$ cat src/rtl/cpu_pkg.sv
// Shared CPU definitions: ALU opcodes, default datapath sizes and the
// reservation-station entry layout used by the execution units.
package cpu_pkg;

  localparam int DEF_RS_SIZE    = 4;
  localparam int DEF_REG_BIT    = 5;
  localparam int DEF_DATA_WIDTH = 32;

  typedef enum logic [2:0] {
    ALU_ADD = 3'd0,
    ALU_SUB = 3'd1,
    ALU_AND = 3'd2,
    ALU_OR  = 3'd3,
    ALU_XOR = 3'd4,
    ALU_SLL = 3'd5,
    ALU_SRL = 3'd6,
    ALU_SLT = 3'd7
  } alu_op_e;

  // Entry layout at the default sizes; parameterised stations mirror it.
  typedef struct packed {
    logic                      busy;
    alu_op_e                   op;
    logic [DEF_DATA_WIDTH-1:0] vj;
    logic [DEF_DATA_WIDTH-1:0] vk;
    logic                      qj_busy;
    logic                      qk_busy;
    logic [DEF_REG_BIT-1:0]    qj;
    logic [DEF_REG_BIT-1:0]    qk;
    logic [DEF_REG_BIT-1:0]    dest;
  } rs_entry_t;

endpackage

$ cat src/rtl/rs_prio_enc.sv
// Lowest-index-wins priority encoder: returns the index of the first set
// request bit and whether any bit was set.
module rs_prio_enc #(
  parameter int N = 4,
  parameter int W = 2
) (
  input  logic [N-1:0] req,
  output logic [W-1:0] idx,
  output logic         valid
);

  always_comb begin
    idx   = '0;
    valid = |req;
    for (int i = N - 1; i >= 0; i--) begin
      if (req[i]) idx = W'(i);
    end
  end

endmodule

$ cat src/rtl/alu_rs.sv
// ALU reservation station: holds issued ops until both operands arrive
// (directly or via CDB snoop), then dispatches one ready op per cycle.
module alu_rs
  import cpu_pkg::*;
#(
  parameter int RS_SIZE    = DEF_RS_SIZE,
  parameter int REG_BIT    = DEF_REG_BIT,
  parameter int DATA_WIDTH = DEF_DATA_WIDTH
) (
  input  logic                  clk,
  input  logic                  rst,
  input  logic                  flush,
  input  logic                  issue_en,
  input  alu_op_e               issue_op,
  input  logic [DATA_WIDTH-1:0] issue_vj,
  input  logic [DATA_WIDTH-1:0] issue_vk,
  input  logic                  issue_qj_busy,
  input  logic                  issue_qk_busy,
  input  logic [REG_BIT-1:0]    issue_qj,
  input  logic [REG_BIT-1:0]    issue_qk,
  input  logic [REG_BIT-1:0]    issue_dest,
  output logic                  rs_full,
  input  logic                  cdb_en,
  input  logic [REG_BIT-1:0]    cdb_tag,
  input  logic [DATA_WIDTH-1:0] cdb_data,
  output logic                  alu_en,
  output alu_op_e               alu_ins_type,
  output logic [DATA_WIDTH-1:0] alu_lhs,
  output logic [DATA_WIDTH-1:0] alu_rhs,
  output logic [REG_BIT-1:0]    alu_dest
);

  localparam int IDX_W = $clog2(RS_SIZE);

  typedef struct packed {
    logic                  busy;
    alu_op_e               op;
    logic [DATA_WIDTH-1:0] vj;
    logic [DATA_WIDTH-1:0] vk;
    logic                  qj_busy;
    logic                  qk_busy;
    logic [REG_BIT-1:0]    qj;
    logic [REG_BIT-1:0]    qk;
    logic [REG_BIT-1:0]    dest;
  } entry_t;

  entry_t ent_reg  [RS_SIZE];
  entry_t ent_next [RS_SIZE];
  entry_t issue_entry;

  logic [RS_SIZE-1:0] busy_vec;
  logic [RS_SIZE-1:0] ready_now;
  logic [RS_SIZE-1:0] ready_reg;
  logic [IDX_W-1:0]   alloc_idx;
  logic               alloc_valid;
  logic [IDX_W-1:0]   sel_idx;
  logic               sel_valid;
  logic               do_issue;

  logic                  alu_en_reg;
  alu_op_e               alu_op_reg;
  logic [DATA_WIDTH-1:0] alu_lhs_reg;
  logic [DATA_WIDTH-1:0] alu_rhs_reg;
  logic [REG_BIT-1:0]    alu_dest_reg;

  genvar gi;
  generate
    for (gi = 0; gi < RS_SIZE; gi++) begin : g_flags
      assign busy_vec[gi]  = ent_reg[gi].busy;
      assign ready_now[gi] = ent_reg[gi].busy & ~ent_reg[gi].qj_busy & ~ent_reg[gi].qk_busy;
    end
  endgenerate

  assign rs_full  = &busy_vec;
  assign do_issue = issue_en & ~rs_full & ~flush & alloc_valid;

  rs_prio_enc #(.N(RS_SIZE), .W(IDX_W)) u_alloc_enc (
    .req   (~busy_vec),
    .idx   (alloc_idx),
    .valid (alloc_valid)
  );

  // Selection uses last cycle's readiness, masked by current busy so an entry
  // dispatched on the previous edge cannot be picked twice.
  rs_prio_enc #(.N(RS_SIZE), .W(IDX_W)) u_sel_enc (
    .req   (ready_reg & busy_vec),
    .idx   (sel_idx),
    .valid (sel_valid)
  );

  always_comb begin
    issue_entry         = '0;
    issue_entry.busy    = 1'b1;
    issue_entry.op      = issue_op;
    issue_entry.vj      = issue_vj;
    issue_entry.vk      = issue_vk;
    issue_entry.qj_busy = issue_qj_busy;
    issue_entry.qk_busy = issue_qk_busy;
    issue_entry.qj      = issue_qj;
    issue_entry.qk      = issue_qk;
    issue_entry.dest    = issue_dest;
    if (cdb_en && issue_qj_busy && issue_qj == cdb_tag) begin
      issue_entry.vj      = cdb_data;
      issue_entry.qj_busy = 1'b0;
    end
    if (cdb_en && issue_qk_busy && issue_qk == cdb_tag) begin
      issue_entry.vk      = cdb_data;
      issue_entry.qk_busy = 1'b0;
    end
  end

  generate
    for (gi = 0; gi < RS_SIZE; gi++) begin : g_entry
      always_comb begin
        ent_next[gi] = ent_reg[gi];
        if (ent_reg[gi].busy && cdb_en) begin
          if (ent_reg[gi].qj_busy && ent_reg[gi].qj == cdb_tag) begin
            ent_next[gi].vj      = cdb_data;
            ent_next[gi].qj_busy = 1'b0;
          end
          if (ent_reg[gi].qk_busy && ent_reg[gi].qk == cdb_tag) begin
            ent_next[gi].vk      = cdb_data;
            ent_next[gi].qk_busy = 1'b0;
          end
        end
        if (sel_valid && sel_idx == IDX_W'(gi)) ent_next[gi].busy = 1'b0;
        if (do_issue && alloc_idx == IDX_W'(gi)) ent_next[gi] = issue_entry;
        if (flush) ent_next[gi].busy = 1'b0;
      end
    end
  endgenerate

  always_ff @(posedge clk) begin
    if (!rst) begin
      for (int i = 0; i < RS_SIZE; i++) ent_reg[i].busy <= 1'b0;
      ready_reg    <= '0;
      alu_en_reg   <= 1'b0;
      alu_op_reg   <= ALU_ADD;
      alu_lhs_reg  <= '0;
      alu_rhs_reg  <= '0;
      alu_dest_reg <= '0;
    end else begin
      for (int i = 0; i < RS_SIZE; i++) ent_reg[i] <= ent_next[i];
      ready_reg  <= flush ? '0 : ready_now;
      alu_en_reg <= sel_valid & ~flush;
      if (sel_valid && !flush) begin
        alu_op_reg   <= ent_reg[sel_idx].op;
        alu_lhs_reg  <= ent_reg[sel_idx].vj;
        alu_rhs_reg  <= ent_reg[sel_idx].vk;
        alu_dest_reg <= ent_reg[sel_idx].dest;
      end
    end
  end

  assign alu_en       = alu_en_reg;
  assign alu_ins_type = alu_op_reg;
  assign alu_lhs      = alu_lhs_reg;
  assign alu_rhs      = alu_rhs_reg;
  assign alu_dest     = alu_dest_reg;

endmodule

$ cat config.mk
export PLATFORM = sky130hd
export DESIGN_NAME = alu_rs
export DESIGN_NICKNAME = d
export VERILOG_FILES = /design/src/rtl/cpu_pkg.sv /design/src/rtl/rs_prio_enc.sv /design/src/rtl/alu_rs.sv
export SDC_FILE = /design/constraint.sdc
export NUM_CORES = 1
export LEC_CHECK = 0
export ABC_AREA = 1
export CORE_MARGIN = 1.5
export CORE_UTILIZATION = 48
export CTS_BUF_LIST = sky130_fd_sc_hd__clkbuf_8
export CTS_CLUSTER_SIZE = 12
export DETAILED_ROUTE_END_ITERATION = 8
export DONT_BUFFER_PORTS = 1
export GPL_ROUTABILITY_DRIVEN = 0
export PLACE_DENSITY = 0.62
export SETUP_SLACK_MARGIN = 0.05
export SYNTH_ARGS = -nofsm -noshare
export SYNTH_HDL_FRONTEND = slang
export SYNTH_SLANG_ARGS = --single-unit
$ cat constraint.sdc
create_clock -name clk -period 5.58 [get_ports clk]
set_clock_uncertainty 0.1 [all_clocks]
set_input_delay 0.558 -clock clk [delete_from_list [all_inputs] [get_ports clk]]
set_output_delay 0.558 -clock clk [all_outputs]
set_load 0.02 [all_outputs]
==> impl_metrics.tcl <==
set metrics [dict create \
    seqPwrFrac_pct 51.7 \
    initialDrtViolationCount 1960 \
    ant_nets 0 \
    hold_ws_ps 25.1 \
    vias_per_cell 5.58 \
    start_kind "flip-flop" \
    syn-num-nets 2848 \
    synth_area_um2 22100 \
    layout_commonest_cell "nand2_1" \
    post-route-drc-count 0 \
    r2r_cells 6 \
    synth_edf_count 339 \
    synth_ff_type "edfxtp_1" \
    hold_violations 0 \
    drv_slew 0 \
    static-leakage-power_nw 11.3 \
    finish.utilization_pct 53.6 \
    switching_share_pct 25.1 \
    setup_tns_ps 0 \
    initial_core_util_pct 48.7 \
    slew-limit-headroom_pct 17.0 \
    ys_warn_count 0 \
    cp-end-kind "flip-flop" \
    routedWlPerCell_um 21.2 \
    cts_root_buf "clkbuf_8" \
    avgSynthCellArea_um2 8.12 \
    die_h_um 218 \
    maxCapViolations 0 \
    cts.sinks 417 \
    worst_slack_ps 1900 \
    die_area_um2 47400 \
    htree_num_levels 3 \
    status "finished, final reports clean" \
    dp_slack_ps 1850 \
    yosysSeqAreaShare_pct 53.1 \
    path_clk_slew_ps 60 \
    diodes 0 \
    hp-class "input port to flip-flop" \
    post_cts_buffers 0 \
    finish.instance_area_um2 24300 \
    pwr-share-clk_pct 41.2 \
    ir_worst_vdd_uv 132 \
    grt_max_degree 146 \
    ios 200 \
    hold_depth 2 \
    grt_pass1_vias 18100 \
    timing.final.crit_period_ps 3680 \
    rows 78 \
    grt_overflow 0 \
    slowest_delay_ps 930 \
    antenna_found_initial 0 \
    dp.cells 3196 \
    cts_buffer_depth 3 \
    path_class "flip-flop to flip-flop" \
    critPathBufInv 2 \
    ys_seq_elements 417 \
    instances_no_fill 3368 \
    area_delta_synth_final_pct 9.93 \
    total_power_mw 6.62 \
    fmax_mhz 272 \
    async_flop_share_pct 0 \
    rsz0062_at_grt "false" \
    crit_cells 6 \
    crit_chain "nand3_1, nor4_4, inv_2, nor2_2, inv_1, nand2_2" \
    grt_pass1_wl_mm 106 \
    largest_reg_flops 340 \
    place_hpwl_mm 38.9 \
    layout-drive-gt1-share_pct 8.27 \
    critPathMaxFanout 33 \
    drtPass1Iterations 6 \
    finalWirelength_mm 71.3 \
    track_usage_pct 30.0 \
    cts_buffers 73 \
    tightest_slew_ps 1240 \
    crit_arrival_ps 3830 \
    p_sw_mw 1.66 \
    cts_tree "built" \
    pwr-share-comb_pct 7.1 \
    dpl_cell_area_um2 22600 \
    cp_slowest_cell "nand2_2" \
    clk-insertion-delay-late_ps 650 \
    cp.required_ps 5730 \
    p_int_mw 4.96 \
    layout_common_cells "661 x nand2_1, 623 x nand3_1, 515 x inv_1" \
    timing.final.crit_share_pct 65.9 \
    nets 2833 \
    die_x_um 218 \
    final-setup-viol-count 0 \
    syn_inst 2722 \
    port_buffers 0 \
    power.density_nw_per_um2 272 \
    vias 18800 \
    crit_family "simple AND/OR/NAND/NOR gates" \
    floorplan.core_area_um2 45400 \
    ys_types 34 \
]
## layer usage
layer  GRT usage [%]  vias to the layer above  share of wire (%)
li1                -                     8800                  -
met1            38.6                     8718                 39
met2            48.0                     1065                 46
met3            6.89                      226                 11
met4            13.9                        0                4.1
met5               0                        -                  0
## timing repair
item                      4_1_cts  5_1_grt
resized for setup               0        0
hold endpoints to repair      116        0
hold buffers                   36        0
## synth_stat cells (3+ instances only)
master    instances  share of area, %
inv_1           481               8.2
o22ai_1           8              0.23
a211oi_1          3              0.10
nor2_4            3              0.15
nand4_4          10              0.96
dfxtp_1          78               7.1
nand2_1         663                11
o21ai_0          15              0.34
clkbuf_1         50              0.85
nor4_1            5              0.14
inv_2             9              0.15
a21oi_1           5              0.11
buf_4            11              0.37
buf_2            79               1.8
xor2_1            9              0.36
nand3_1         623                14
buf_1            14              0.24
edfxtp_1        339                46
xnor2_1           6              0.24
nand4_2          20               1.1
nand4_1          40               1.1
nor3_1            9              0.20
nor2_1          182               3.1
nand2_2          41               1.2
o21ai_1           6              0.14
## logic make-up (layout without fill, tap and decap cells)
kind of cell              count (synthesis)  after routing  synth area share (%)
AOI/OAI and AO/OA                        41             41                  1.05
xor gates and xnor gates                 15             15                 0.594
buffers and inverters                   646            692                  11.6
DFF                                     417            417                  53.1
and+or+nand+nor                        1603           1603                  33.6
## worst reg2reg max path, stage by stage, from the launching register on
cell	delay [ps]
edfxtp_1	500
nand3_1	290
nor4_4	270
inv_2	70
nor2_2	840
inv_1	260
nand2_2	930
## area by class of cell
class / instances / area (µm²)
clock inverter: 51 / 225
timing repair buffer: 65 / 591
sequential: 417 / 11700
fill: 4191 / 21100
clock buffer: 85 / 1170
inverter: 491 / 1850
tap: 600 / 751
multi-input combinational: 1659 / 7980
## power groups by stage
stage          registers, mW  clock network (mW)  logic [mW]
6_report                3.42                2.73       0.474
5_1_grt                 3.42                2.90       0.513
4_1_cts                 3.42                2.77       0.463
3_5_place_dp            3.49                   0       0.431
3_3_place_gp            3.49                   0       0.423
2_1_floorplan           3.49                   0       0.299
## path summary, 6_finish.rpt
| check | startpoint | endpoint | slack, ps |
|---|---|---|---|
| max reg2reg | ent_reg[0][84] | ent_reg[3][29] | 1900 |
| max | ent_reg[0][84] | ent_reg[3][29] | 1900 |
| min reg2reg | ent_reg[2][15] | ready_reg[2] | 350 |
| min | cdb_data[5] | ent_reg[0][54] | 30 |
Note: power is estimated with default switching activity, not from simulation.
